--- src/rtl/spike_train_decoder.sv ---
// rtl/spike_train_decoder.sv - threshold spike detector with ISI, windowed rate and burst tracking
module spike_train_decoder #(
  parameter logic signed [7:0] THRESH     = 8'sd30,
  parameter logic signed [7:0] REARM      = -8'sd40,
  parameter int                WINDOW_LEN = 1024,
  parameter int                BURST_ISI  = 64
) (
  input  logic              clk,
  input  logic              rst,
  input  logic              ena,
  input  logic              v_valid,
  input  logic signed [7:0] v_in,
  output logic              spike,
  output logic [15:0]       isi,
  output logic              isi_valid,
  output logic [7:0]        rate,
  output logic              rate_valid,
  output logic              burst
);

  localparam logic [0:0]  ARMED    = 1'b0;
  localparam logic [0:0]  FIRED    = 1'b1;
  localparam logic [15:0] WIN_LAST = 16'(WINDOW_LEN - 1);
  localparam logic [15:0] BURST_L  = 16'(BURST_ISI);

  logic [0:0]  state;
  logic [15:0] isi_cnt;
  logic [15:0] win_cnt;
  logic [7:0]  win_spk;
  logic [1:0]  run_cnt;
  logic        first_spike;

  logic        accept;
  logic        spike_det;
  logic        win_end;
  logic [15:0] isi_inc;
  logic [7:0]  spk_sum;
  logic [1:0]  run_inc;

  always_comb begin
    accept    = ena & v_valid;
    spike_det = accept && (state == ARMED) && (v_in >= THRESH);
    win_end   = accept && (win_cnt == WIN_LAST);
    // Interval includes the current sample, so it is the saturated increment.
    isi_inc   = (isi_cnt == 16'hFFFF) ? isi_cnt : isi_cnt + 16'd1;
    spk_sum   = (spike_det && win_spk != 8'hFF) ? win_spk + 8'd1 : win_spk;
    run_inc   = (run_cnt == 2'd3) ? run_cnt : run_cnt + 2'd1;
  end

  always_ff @(posedge clk or posedge rst) begin
    if (rst) begin
      state       <= ARMED;
      isi_cnt     <= '0;
      win_cnt     <= '0;
      win_spk     <= '0;
      run_cnt     <= '0;
      first_spike <= 1'b1;
      spike       <= 1'b0;
      isi         <= '0;
      isi_valid   <= 1'b0;
      rate        <= '0;
      rate_valid  <= 1'b0;
      burst       <= 1'b0;
    end else begin
      spike      <= 1'b0;
      isi_valid  <= 1'b0;
      rate_valid <= 1'b0;
      if (accept) begin
        if (spike_det)
          state <= FIRED;
        else if (state == FIRED && v_in <= REARM)
          state <= ARMED;

        win_cnt <= win_end ? 16'd0 : win_cnt + 16'd1;
        if (win_end) begin
          rate       <= spk_sum;
          rate_valid <= 1'b1;
          win_spk    <= '0;
        end else begin
          win_spk <= spk_sum;
        end

        if (spike_det) begin
          spike       <= 1'b1;
          isi_cnt     <= '0;
          first_spike <= 1'b0;
          if (!first_spike) begin
            isi       <= isi_inc;
            isi_valid <= 1'b1;
            if (isi_inc < BURST_L) begin
              run_cnt <= run_inc;
              burst   <= (run_inc == 2'd3);
            end else begin
              run_cnt <= '0;
              burst   <= 1'b0;
            end
          end
        end else begin
          isi_cnt <= isi_inc;
          // A long silence ends the burst even without a closing spike.
          if (isi_inc == BURST_L) begin
            run_cnt <= '0;
            burst   <= 1'b0;
          end
        end
      end
    end
  end

endmodule
--- config.mk ---
export PLATFORM = sky130hd
export DESIGN_NAME = spike_train_decoder
export DESIGN_NICKNAME = d
export VERILOG_FILES = /design/src/rtl/spike_train_decoder.sv
export SDC_FILE = /design/constraint.sdc
export NUM_CORES = 1
export LEC_CHECK = 0
export CORE_MARGIN = 3
export CORE_UTILIZATION = 45
export DETAILED_ROUTE_END_ITERATION = 8
export PLACE_DENSITY_LB_ADDON = 0.25
export SLEW_MARGIN = 20
export SYNTH_ARGS = -nofsm -noshare
export SYNTH_HDL_FRONTEND = slang
export SYNTH_SLANG_ARGS = --single-unit
--- constraint.sdc ---
create_clock -name clk -period 3.6 [get_ports clk]
set_input_delay 1.08 -clock clk [delete_from_list [all_inputs] [get_ports clk]]
set_output_delay 1.08 -clock clk [all_outputs]
set_load 0.1 [all_outputs]
==> results of run 1 <==
-- final cells by class --
class                           count  area, um2  area share, %
Sequential cell                    72       1800           41.3
Multi-Input combinational cell    297       1780           40.8
Timing Repair Buffer               47        393           8.99
Clock buffer                       10        128           2.92
Tap cell                          102        128           2.92
Clock inverter                      6       91.3           2.09
Inverter                           12       45.0           1.03
-- state kept, by name, indices dropped and copies added, names as in the netlist --
register     count
isi             16
burst            1
isi_cnt         16
isi_valid        1
state            1
win_cnt         16
spike            1
win_spk          8
rate_valid       1
run_cnt          2
rate             8
first_spike      1
-- kinds of logic after synthesis --
logic type / count (synthesis) / share of synthesized area (%)
buffers and inverters: 33 / 4.18
xor gates and xnor gates: 32 / 7.50
DFF: 72 / 48.2
muxes: 9 / 2.41
AOI/OAI and AO/OA: 80 / 13.8
adders and majority gates: 3 / 1.00
and+or+nand+nor: 173 / 22.8
-- layout by cell type (no fill, tap or decap), drive strengths merged, types with 6 or more instances in the layout --
| master | instances |
|---|---|
| nand3 | 11 |
| clkdlybuf4s50 | 11 |
| xor2 | 8 |
| nor2 | 46 |
| mux2i | 9 |
| nor3 | 12 |
| o21ai | 36 |
| nand2 | 60 |
| clkbuf | 10 |
| nand4 | 14 |
| a21oi | 14 |
| inv | 13 |
| buf | 36 |
| a31oi | 6 |
| xnor2 | 24 |
| dfrtp | 71 |
-- power by group through the flow --
stage | Sequential [mW] | Clock [mW] | Combinational [mW]
final | 1.09 | 0.724 | 0.731
after global routing | 1.11 | 0.773 | 0.793
after CTS | 1.08 | 0.733 | 0.736
after detailed placement | 1.10 | 0 | 0.734
after global placement | 1.09 | 0 | 0.722
after floorplan | 1.35 | 0 | 0.315
-- metal layers --
layer / wire length [um] / up-vias / share of wire [%] / track usage [%]
li1: - / 1484 / - / -
met1: 3790 / 1455 / 47 / 25.2
met2: 3780 / 67 / 47 / 29.0
met3: 362 / 15 / 4.5 / 4.52
met4: 180 / 0 / 2.2 / 7.02
met5: 0 / - / 0 / 0
-- stage by stage --
stage / worst slack [ps] / power (mW) / hold WS [ps] / util, % / cells
detailed placement: 334 / 1.83 / 468 / 52.6 / 530
CTS: 600 / 2.55 / 487 / 55.4 / 546
floorplan: 697 / 1.66 / 442 / - / 402
global route: 451 / 2.68 / 499 / 55.4 / 546
global placement: 427 / 1.81 / 460 / 52.6 / 530
finish: 564 / 2.54 / 480 / 55.4 / 546
-- worst max path at each step --
stage	from	to	slack, ps	cells past startpoint
global route	isi_cnt[0]	run_cnt[0]	450	8
floorplan	rst	burst	700	1
finish	isi_cnt[0]	run_cnt[0]	560	8
CTS	isi_cnt[0]	run_cnt[0]	600	8
detailed placement	ena	burst	330	10
global placement	v_in[6]	burst	430	10
-- critical path: stages (launching register included) --
cell and delay [ps]:
dfrtp_1 530, ha_1 280, nand4_2 270, or4_1 790
and2_0 360, a31oi_1 290, or4_1 200, o21ai_4 80
mux2i_1 130
==> flow_summary_export.csv, run 1 <==
group,metric,value,unit
synthesis,synthFlopType,"dfrtp_1",
synthesis,syn-cell-area,3740,um2
drt,drtAntennaViolNets,0,
synthesis,ys_types,56,
final_layout,area.growth.synth_to_final,16.9,%
timing,rsz0062_at_grt,"false",
synthesis,synth-async-reset-ratio,100,%
clocking,clockBufferDepth,2,
floorplan,coreArea,7890,um2
critical_path,r2r_start,"isi_cnt[0]",
floorplan,die_y,97.1,um
synthesis,yosysMostFrequentCell,"dfrtp_1",
global_routing,grt.total_usage,18.6,%
clocking,numCtsBuffers,9,
synthesis,yosysWarningCount,0,
floorplan,die_w,97.1,um
drt,firstDrtPassIters,4,
min_path,min_path_type,"reg2reg",
placed_design,portBuffers,39,
synthesis,netlist_instances,402,
min_path,whs_path_depth,1,
drt,post-route-drc-count,0,
critical_path,cp_max_fo,11,
clocking,root_buffer,"clkbuf_8",
global_routing,grt_pass1_wl,14400,um
synthesis,ys_top_cells_by_count,"dfrtp_1, nand2_1, nor2_1, o21ai_0, xnor2_1",
floorplan,ios,40,
power,clkPwrFrac,28.5,%
critical_path,rr_endpoint,"run_cnt[0]",
power,pwr_density_cell,582,nW/um2
global_routing,grt_max_degree,46,
timing,finalCritPeriodShare,84.3,%
final_layout,drive_gt1_share,14.6,%
final_layout,nNetsFinal,454,
synthesis,synth_nets,417,
critical_path,cp_data_required_time,3840,ps
timing,hold_viol,0,
critical_path,ff2ff_setup_slack,560,ps
drt,vias_per_cell,5.53,
final_layout,diodes,0,
clocking,path_clk_slew,80,ps
timing,achievable-frequency,329,MHz
timing,period_minus_slack,3040,ps
critical_path,path_class,"reg2reg",
synthesis,synthTopCellsByArea,"dfrtp_1, nand2_1, xnor2_1",
global_routing,antenna_found_initial,0,
critical_path,end_kind,"flip-flop",
power,ir_worst_vdd,0.278,mV
floorplan,die-area,9430,um2
clocking,post_cts_buffers,0,
timing,tightestPinTransition,599,ps
clocking,cts_tree,"yes",
critical_path,start_kind,"flip-flop",
timing,finalMaxSlewViolations,0,
power,seq_power_share,42.7,%
clocking,cts_repair_resize_count,0,
synthesis,yosysSeqAreaShare,48.2,%
global_routing,grt_overflow,0,
clocking,clk_latency,360,ps
power,p_sw_share,39.9,%
drt,wl_per_cell,14.9,um
clocking,numClockSinks,72,
min_path,hold_start,"win_cnt[6]",
synthesis,synth_edf_count,0,
critical_path,r2r_cells,8,
timing,relSlewSlack,59.0,%
floorplan,initial_core_util,47.4,%
synthesis,synth_area_leader_cell,"dfrtp_1",
power,p_leak,1.83,nW
floorplan,num_rows,32,
power,p_comb_share,28.8,%
drt,drtIter0Drc,139,
final_layout,n_fill_cell,715,
power,p_sw,1.01,mW
global_routing,grt_pass1_vias,3020,
power,internal-power,1.53,mW
synthesis,post_synth.cell_area_avg,9.30,um2
drt,drt_wl_total,8110,um
timing,fin_tns_setup,0,ps
synthesis,synth_top_area_share,47.5,%
placed_design,gp_congestion,0.859,
status,outcome,"completed",
synthesis,synth_seq_cells,72,
timing,setup_viol_count_final,0,
timing,clock_skew,8.05,ps
clocking,postCtsHoldBufs,0,
min_path,hold_end,"win_cnt[6]",
critical_path,cp.arrival,3280,ps
placed_design,dpl_cell_area,4150,um2
clocking,cts_htree_levels,3,
run,maxCapViolCount,0,
final_layout,design_area,4370,um2
placed_design,dp.final_hpwl,5700,um
drt,vias,3021,
(Power assumes the default switching activity.)
==> run 2: changes to the inputs <==
clock period = 2.5 ns   (was 3.6 ns; I/O delays follow)
==> run 2 against run 1 <==
  * Sequential share of layout area is 2.9 points lower
  * Sequential cell count stayed put
  * Power is 41% higher
  * Combinational power is 70% higher
  * Register-to-register slack worse by 440 ps
  * Design area is 7.7% higher
  * Clock skew is 5.2 ps higher
  * Largest cell class is now multi-input combinational cells
  * Clock power is 15% higher
  * Non-clock buffer count is 37 higher
  * Worst hold slack better by 6.7 ps
==> flow_summary_export.csv, run 2 (synthesis gave the netlist of run 1 again) <==
group,metric,value,unit
floorplan,num_rows,32,
clocking,root_buffer,"clkbuf_8",
clocking,postCtsHoldBufs,0,
final_layout,area.growth.synth_to_final,25.9,%
clocking,numClockSinks,72,
run,maxCapViolCount,0,
final_layout,n_fill_cell,669,
final_layout,layout_common_cells,"dfrtp_1, buf_4, nand2_1",
drt,post-route-drc-count,0,
drt,vias,3151,
floorplan,die_w,97.1,um
critical_path,end_kind,"flip-flop",
timing,clock_skew,13.3,ps
critical_path,cp_max_fo,3,
global_routing,antenna_found_initial,0,
clocking,numCtsBuffers,9,
min_path,min_path_type,"reg2reg",
placed_design,portBuffers,39,
clocking,clockBufferDepth,2,
final_layout,multiInputGateArea,1850,um2
power,ir_worst_vdd,0.374,mV
final_layout,drive_gt1_share,24.3,%
global_routing,grt_pass1_wl,14500,um
placed_design,gp_congestion,0.876,
final_layout,diodes,0,
drt,wl_per_cell,14.5,um
timing,period_minus_slack,2390,ps
placed_design,dp.cells,564,
timing,relSlewSlack,50.9,%
final_layout,top_regs,"isi (16), isi_cnt (16), win_cnt (16)",
drt,drt_wl_total,8440,um
final_layout,nNetsFinal,491,
global_routing,grt_pass1_vias,3060,
floorplan,die-area,9430,um2
final_layout,layout.cells.non_filler,583,
drt,vias_per_cell,5.40,
final_layout,seq_area,1810,um2
drt,firstDrtPassIters,4,
critical_path,cp_data_required_time,2770,ps
timing,setup_viol_count_final,0,
timing,tightestPinTransition,717,ps
status,outcome,"completed",
floorplan,coreArea,7890,um2
critical_path,path_class,"in2reg",
placed_design,pre_cts_ws,-337,ps
floorplan,ios,40,
floorplan,die_y,97.1,um
clocking,cts_htree_levels,3,
floorplan,initial_core_util,47.4,%
clocking,clk_latency,350,ps
timing,fin_ws,111,ps
timing,achievable-frequency,419,MHz
timing,hold_viol,0,
timing,finalMaxSlewViolations,0,
global_routing,grt_max_degree,29,
power,pwr_density_cell,760,nW/um2
critical_path,cp.arrival,2660,ps
global_routing,grt_overflow,0,
power,p_leak,2.00,nW
drt,drtIter0Drc,151,
global_routing,grt.total_usage,18.8,%
final_layout,finalCoreUtilization,59.7,%
clocking,path_clk_slew,80,ps
timing,finalCritPeriodShare,95.6,%
drt,drtAntennaViolNets,0,
clocking,cts_tree,"yes",
critical_path,start_kind,"input port",
placed_design,dp.final_hpwl,6100,um
-- run 2: cell count changes in the layout (fill, tap and decap cells not counted), moves of 3 or more --
| cell | delta |
|---|---|
| buf_12 | +3 |
| buf_4 | +34 |
| nor3_1 | -3 |
| nor3_2 | +3 |
| nand2_1 | -3 |
| nand2_2 | +3 |
-- run 2: layout make-up --
cell class              count  share of cell area, %
clock buffers              10                   2.71
clock inverters             6                  0.904
inverters                  12                   1.04
multi-input cells         297                   39.2
flip-flops and latches     72                   38.4
well taps                 102                   2.71
repair buffers             84                   15.0
-- run 2: stage by stage --
step / setup TNS, ps / power [mW] / hold WS, ps / area [um2]
after CTS: 0 / 3.56 / 481 / 4620
final: 0 / 3.58 / 487 / 4710
after global placement: -3790 / 2.71 / 462 / 4450
after global routing: -29.5 / 3.77 / 499 / 4710
after detailed placement: -5090 / 2.73 / 459 / 4450
after floorplan: 0 / 2.40 / 442 / 3740
-- run 2: report_power, final --
group / internal, mW / total (mW) / switching (mW)
sequential: 1.34 / 1.51 / 0.173
clock: 0.364 / 0.830 / 0.466
combinational: 0.392 / 1.24 / 0.846
total: 2.09 / 3.58 / 1.49
-- run 2: layer usage --
metal	vias up	GRT usage, %	routed length (um)	share of wire [%]
met1	1519	25.6	3940	47
met5	-	0	0	0
li1	1554	-	-	-
met3	14	3.16	287	3.4
met4	0	8.10	190	2.3
met2	64	29.7	4030	48
-- run 2: worst paths after layout --
check	startpoint	cells after the start	slack, ps	end
worst max-delay path	v_in[6]	10	110	run_cnt[0]
worst min-delay path	first_spike	1	490	first_spike
worst max register to register	isi_cnt[13]	9	120	run_cnt[0]
worst min register to register	first_spike	1	490	first_spike
max in group asynchronous	rst	3	1180	isi_cnt[8]
min in group asynchronous	rst	2	790	win_cnt[1]
-- run 2: what timing repair did --
action,4_1_cts,5_1_grt
endpoints found under the setup margin,0,9
hold endpoints to repair,0,0
setup buffers,0,3
resized for setup,0,19
-- run 2: worst max-delay path, cell delays in order --
cell and delay (ps):
clkdlybuf4s50_1 410, nor2_1 130, a21oi_2 80, nand2_2 80, inv_2 50, nor3_2 160, nand4b_1 120, or4_4 440
o21ai_4 210, mux2i_1 220
